File: config.mk
export PLATFORM = sky130hd
export DESIGN_NAME = regfile_conv3_flat
export DESIGN_NICKNAME = d
export VERILOG_FILES = /design/src/rtl/regfile_conv3_pkg.sv /design/src/rtl/regfile_conv3_if.sv /design/src/rtl/regfile_conv3_mac.sv /design/src/rtl/regfile_conv3.sv /design/src/flat_wrapper.sv
export SDC_FILE = /design/constraint.sdc
export NUM_CORES = 2
export LEC_CHECK = 0
export ABC_AREA = 1
export CAP_MARGIN = 15
export CORE_ASPECT_RATIO = 0.7
export CORE_MARGIN = 1.5
export CORE_UTILIZATION = 25
export CTS_CLUSTER_SIZE = 14
export DETAILED_ROUTE_END_ITERATION = 10
export PLACE_DENSITY = 0.44
export SETUP_SLACK_MARGIN = 0.05
export SYNTH_ARGS = -nofsm -noshare
export SYNTH_HDL_FRONTEND = slang
export SYNTH_SLANG_ARGS = --single-unit
File: constraint.sdc
create_clock -name clk -period 5.3 [get_ports clk]
set_input_delay 1.06 -clock clk [delete_from_list [all_inputs] [get_ports clk]]
set_output_delay 1.06 -clock clk [all_outputs]
set_load 0.05 [all_outputs]
File: src/rtl/regfile_conv3_pkg.sv
// Shared widths and types for the register file and its 3-tap convolution consumer.
package regfile_conv3_pkg;

    localparam int unsigned AddrSize = 7;
    localparam int unsigned DataSize = 32;
    localparam int unsigned RegSize  = 128;
    localparam int unsigned CoefSize = 8;
    localparam int unsigned OutSize  = DataSize + CoefSize + 2;

    typedef logic [AddrSize-1:0] addr_t;
    typedef logic [AddrSize:0]   len_t;
    typedef logic [DataSize-1:0] data_t;
    typedef logic [CoefSize-1:0] coef_t;
    typedef logic [OutSize-1:0]  out_t;

    // Window address, wrapping modulo the register file size.
    function automatic addr_t wrap_addr(addr_t base, len_t off);
        return addr_t'(base + addr_t'(off));
    endfunction

endpackage

File: src/rtl/regfile_conv3_if.sv
// Register file read port plus result stream handshake.
interface regfile_conv3_if;
    import regfile_conv3_pkg::*;

    logic  reg_enable;
    logic  reg_write;
    addr_t src_addr;
    data_t src1;
    data_t src2;
    data_t src3;
    out_t  out_data;
    logic  out_valid;
    logic  out_ready;

    modport master (
        output reg_enable, reg_write, src_addr, out_data, out_valid,
        input  src1, src2, src3, out_ready
    );

    modport slave (
        input  reg_enable, reg_write, src_addr, out_data, out_valid,
        output src1, src2, src3, out_ready
    );

endinterface

File: src/rtl/regfile_conv3_mac.sv
// Combinational 3-tap multiply-accumulate, exact to OutSize bits.
module regfile_conv3_mac
    import regfile_conv3_pkg::*;
(
    input  coef_t coef0,
    input  coef_t coef1,
    input  coef_t coef2,
    input  data_t src1,
    input  data_t src2,
    input  data_t src3,
    output out_t  sum
);

    localparam int unsigned ProdSize = CoefSize + DataSize;

    logic [ProdSize-1:0] prod0;
    logic [ProdSize-1:0] prod1;
    logic [ProdSize-1:0] prod2;

    always_comb begin
        prod0 = {{DataSize{1'b0}}, coef0} * {{CoefSize{1'b0}}, src1};
        prod1 = {{DataSize{1'b0}}, coef1} * {{CoefSize{1'b0}}, src2};
        prod2 = {{DataSize{1'b0}}, coef2} * {{CoefSize{1'b0}}, src3};
        sum   = out_t'(prod0) + out_t'(prod1) + out_t'(prod2);
    end

endmodule

File: src/rtl/regfile_conv3.sv
// Sweeps the register file in 3-word windows and streams one weighted sum per window.
module regfile_conv3
    import regfile_conv3_pkg::*;
(
    input  logic             clk,
    input  logic             rst,
    input  logic             start,
    input  addr_t            base_addr,
    input  len_t             length,
    input  coef_t            coef0,
    input  coef_t            coef1,
    input  coef_t            coef2,
    regfile_conv3_if.master  bus,
    output logic             busy,
    output logic             done
);

    typedef enum logic [2:0] {StIdle, StRead, StCap, StOut, StFin} state_e;

    state_e state_q;
    addr_t  base_q;
    len_t   len_q;
    len_t   k_q;
    len_t   k_next;
    coef_t  c0_q;
    coef_t  c1_q;
    coef_t  c2_q;
    addr_t  addr_q;
    out_t   data_q;
    out_t   mac_sum;
    logic   reg_en_q;
    logic   valid_q;
    logic   busy_q;
    logic   done_q;

    regfile_conv3_mac u_mac (
        .coef0 (c0_q),
        .coef1 (c1_q),
        .coef2 (c2_q),
        .src1  (bus.src1),
        .src2  (bus.src2),
        .src3  (bus.src3),
        .sum   (mac_sum)
    );

    assign k_next = k_q + len_t'(1);

    always_ff @(posedge clk or negedge rst) begin
        if (!rst) begin
            state_q  <= StIdle;
            base_q   <= '0;
            len_q    <= '0;
            k_q      <= '0;
            c0_q     <= '0;
            c1_q     <= '0;
            c2_q     <= '0;
            addr_q   <= '0;
            data_q   <= '0;
            reg_en_q <= 1'b0;
            valid_q  <= 1'b0;
            busy_q   <= 1'b0;
            done_q   <= 1'b0;
        end else begin
            reg_en_q <= 1'b0;
            done_q   <= 1'b0;
            unique case (state_q)
                StIdle: begin
                    if (start) begin
                        base_q <= base_addr;
                        len_q  <= length;
                        c0_q   <= coef0;
                        c1_q   <= coef1;
                        c2_q   <= coef2;
                        k_q    <= '0;
                        busy_q <= 1'b1;
                        if (length == '0) begin
                            state_q <= StFin;
                        end else begin
                            state_q  <= StRead;
                            reg_en_q <= 1'b1;
                            addr_q   <= base_addr;
                        end
                    end
                end
                StRead: state_q <= StCap;
                StCap: begin
                    data_q  <= mac_sum;
                    valid_q <= 1'b1;
                    state_q <= StOut;
                end
                StOut: begin
                    if (bus.out_ready) begin
                        valid_q <= 1'b0;
                        k_q     <= k_next;
                        if (k_next == len_q) begin
                            state_q <= StFin;
                        end else begin
                            state_q  <= StRead;
                            reg_en_q <= 1'b1;
                            addr_q   <= wrap_addr(base_q, k_next);
                        end
                    end
                end
                StFin: begin
                    done_q  <= 1'b1;
                    busy_q  <= 1'b0;
                    state_q <= StIdle;
                end
                default: state_q <= StIdle;
            endcase
        end
    end

    assign bus.reg_enable = reg_en_q;
    assign bus.reg_write  = 1'b0;
    assign bus.src_addr   = addr_q;
    assign bus.out_data   = data_q;
    assign bus.out_valid  = valid_q;
    assign busy           = busy_q;
    assign done           = done_q;

endmodule

File: src/flat_wrapper.sv
// flat-port wrapper written by rule: the top's interface ports become plain ports
module regfile_conv3_flat import regfile_conv3_pkg::*;
  (clk, rst, start, base_addr, length, coef0, coef1, coef2, busy, done, bus_reg_enable, bus_reg_write, bus_src_addr, bus_out_data, bus_out_valid, bus_src1, bus_src2, bus_src3, bus_out_ready);
  regfile_conv3_if bus_i ();
  input  logic clk;
  input  logic rst;
  input  logic start;
  input  addr_t base_addr;
  input  len_t length;
  input  coef_t coef0;
  input  coef_t coef1;
  input  coef_t coef2;
  output logic busy;
  output logic done;
  output wire logic [$bits(bus_i.reg_enable)-1:0] bus_reg_enable;
  output wire logic [$bits(bus_i.reg_write)-1:0] bus_reg_write;
  output wire logic [$bits(bus_i.src_addr)-1:0] bus_src_addr;
  output wire logic [$bits(bus_i.out_data)-1:0] bus_out_data;
  output wire logic [$bits(bus_i.out_valid)-1:0] bus_out_valid;
  input wire logic [$bits(bus_i.src1)-1:0] bus_src1;
  input wire logic [$bits(bus_i.src2)-1:0] bus_src2;
  input wire logic [$bits(bus_i.src3)-1:0] bus_src3;
  input wire logic [$bits(bus_i.out_ready)-1:0] bus_out_ready;
  assign bus_reg_enable = bus_i.reg_enable;
  assign bus_reg_write = bus_i.reg_write;
  assign bus_src_addr = bus_i.src_addr;
  assign bus_out_data = bus_i.out_data;
  assign bus_out_valid = bus_i.out_valid;
  assign bus_i.src1 = bus_src1;
  assign bus_i.src2 = bus_src2;
  assign bus_i.src3 = bus_src3;
  assign bus_i.out_ready = bus_out_ready;
  regfile_conv3 u_core (.clk(clk), .rst(rst), .start(start), .base_addr(base_addr), .length(length), .coef0(coef0), .coef1(coef1), .coef2(coef2), .bus(bus_i), .busy(busy), .done(done));
endmodule
==> reports/metrics.yaml <==
cts.path.max_buffers: 2
r2r_end: "u_core.bus.out_data[36]$_DFFE_PN0P_"
status: "finished, violations left"
postLayoutCoreUtil_pct: 34.07
finalWirelength_um: 95190
maxCapViolCount: 0
cts_root_buf: "clkbuf_16"
coreArea_um2: 119200
fin_skew_ns: 0.03203
worst_pin_slew_ns: 0.7237
layout-drive-gt1-share_pct: 31.51
std_cell_rows: 106
met1_usage_pct: 22.16
gp_congestion: 0.8768
ys_ff_latch: 103
crit_arrival_ns: 6.53
first_pass_iters: 7
netlist_instances: 3899
clk_latency_ns: 0.45
fin_ws_ns: -0.8970
grt_setup_unrepaired: "true"
ys_types: 37
via_count: 24310
synth_top_area_share_pct: 45.99
grt_pass1_vias: 26220
yosysWarningCount: 0
route.antenna.remaining_nets: 0
clk_pin_slew_ns: 0.10
syn_area_um2: 30030
cts_sinks: 103
holdWs_ns: 0.4765
grt_busiest_layer: "met2"
drtIter0Drc: 1162
die_h_um: 293.0
grtUsageMet3_pct: 0.9992
stdcell_count: 5889
grt_util_all_layers_pct: 16.18
end_kind: "flip-flop"
fin_crit_ns: 6.197
synth_area_leaders: "fa_1 (46%), inv_1 (16%), nand2_1 (15%)"
hp-class: "flip-flop to flip-flop"
die_area_um2: 122300
io_pins: 193
final-hold-violation-count: 0
min_from: "u_core.bus.out_data[41]$_DFFE_PN0P_"
met2_usage_pct: 28.47
worst_path_largest_cell_delay_ns: 0.60
hold_path_end: "u_core.bus.out_data[41]$_DFFE_PN0P_"
crit_path_start_kind: "input pin"
syn_nets: 4858
antenna_found_initial: 3
crit_required_ns: 5.63
drc_errors: 0
dpl.hpwl_um: 80290
reg2reg_depth: 25
area_growth_pct: 35.27
die_x_um: 417.3
whs_path_depth: 2
period_share_pct: 116.9
htreeDepth: 3
r2r-start: "u_core.c0_q[3]$_DFFE_PN0P_"
wl_per_cell_um: 16.16
grt_max_degree: 67
avgSynthCellArea_um2: 7.703
routed_via_density: 4.127
critPathBufInv: 7
start_util_pct: 25.19
critPathMostFrequentCell: "fa_1"
cts_made_buffers: 9
max_freq_mhz: 161.4
grt_overflow_total: 0
dp_cells: 5769
crit_fanout: 4
final_cell_mix: "inv_1 (1030), nand2_1 (877), fa_1 (595), buf_4 (252), nand2_2 (219)"
layout.nets: 5276
place_ws_ns: -1.866
cpLargestDelayFamily: "adder cells"
yosys.area.top_type: "fa_1"
violations: "negative setup slack"
relSlewSlack_pct: 51.75
crit_path_top_delay_cell: "fa_1"
setup_viol: 37
path_class: "input pin to flip-flop"
port_buffers: 191
final_common_cell: "inv_1"
final_max_slew_viol_count: 0
yosysSeqAreaShare_pct: 8.582
cts_tree: "built"
grt_pass1_wl_um: 151600
reg2reg_slack_ns: -0.81
[cell type report]
| type | instances | area [um2] |
|---|---|---|
| fill | 12660 | 78610 |
| multi-input combinational | 2344 | 24840 |
| timing repair buffer | 614 | 6247 |
| inverter | 1245 | 4703 |
| sequential | 103 | 2580 |
| tap | 1566 | 1959 |
| clock buffer | 9 | 225.2 |
| clock inverter | 7 | 71.32 |
| antenna | 1 | 2.502 |
[per-layer routing]
metal | wire (um) | up-vias
met5 | 0 | -
li1 | - | 11530
met1 | 44090 | 12380
met3 | 2503 | 39
met4 | 1056 | 0
met2 | 47540 | 354
[synthesized netlist by cell type, drive strengths merged]
cell type / count
a21boi: 1
a21oi: 34
a31oi: 3
buf: 7
clkbuf: 200
clkinv: 1
conb: 1
dfrtp: 103
fa: 690
ha: 130
inv: 1244
mux2: 30
nand2: 1192
nand3: 83
nand3b: 8
nand4: 10
nor2: 75
nor3: 7
o211ai: 1
o21ai: 47
o21bai: 4
o22ai: 2
or2: 3
xnor2: 15
xor2: 8
[stage by stage]
| step | TNS, ns | instance area (um2) |
|---|---|---|
| final | -27.79 | 40630 |
| after global routing | -33.77 | 40620 |
| after CTS | -31.62 | 39380 |
| after detailed placement | -64.45 | 37030 |
| after global placement | -64.51 | 37030 |
| after floorplan | -24.42 | 31440 |
[worst reg2reg max path: stages, from the launching register on]
cell     delay [ns]
dfrtp_1        0.39
buf_12         0.21
buf_4          0.23
nand2_2        0.07
fa_1           0.52
inv_2          0.04
fa_1           0.51
fa_1           0.53
inv_2          0.04
fa_1           0.54
inv_2          0.04
fa_1           0.50
fa_1           0.52
inv_1          0.05
fa_1           0.51
inv_2          0.05
ha_4           0.34
nand2_8        0.09
nor2_4         0.20
nand2_4        0.12
nor2_4         0.15
nand3_2        0.11
nand3_2        0.07
nand2_1        0.05
nand3_1        0.06
nand2_1        0.07
[cells by family after synthesis]
logic type               after synthesis  synth area share [%]
XOR/XNOR                              23                0.6707
multiplexers                          30                 1.125
buffers and inverters               1452                 18.45
flip-flops                           103                 8.582
adder cells (fa/ha/maj)              820                 51.41
AND/OR/NAND/NOR                     1378                 18.15
AO/OA/AOI/OAI                         92                 1.604
other                                  1               0.01249
[sequential cells by signal, summed over array words and instances, names as in the netlist, 3 cells and up]
signal	cells
u_core.base_q	7
u_core.c2_q	8
u_core.c0_q	8
u_core.bus.out_data	42
u_core.bus.src_addr	7
u_core.c1_q	8
u_core.state_q	3
u_core.k_q	8
u_core.len_q	8
[how the worst max path moves through the flow]
stage / to / startpoint / cells after the start
after global placement: u_core.bus.out_data[36]$_DFFE_PN0P_ / bus_src3[20] / 22
after CTS: u_core.bus.out_data[31]$_DFFE_PN0P_ / bus_src3[8] / 27
final: u_core.bus.out_data[36]$_DFFE_PN0P_ / bus_src2[19] / 25
after detailed placement: u_core.bus.out_data[36]$_DFFE_PN0P_ / bus_src3[20] / 22
after floorplan: u_core.bus.out_data[24]$_DFFE_PN0P_ / bus_src2[4] / 24
after global routing: u_core.bus.out_data[33]$_DFFE_PN0P_ / bus_src1[11] / 28
[repair_timing]
item,4_1_cts,5_1_grt
resized for setup,778,549
buffers inserted,98,32
pin swaps,366,418
hold endpoints to repair,0,0
hold buffers,0,0
endpoints found under the setup margin,38,38
cloned,0,2
Power is left out: the tool's default activity adds up to more than one toggle a clock period on the data nets, which glitch-free logic cannot reach.
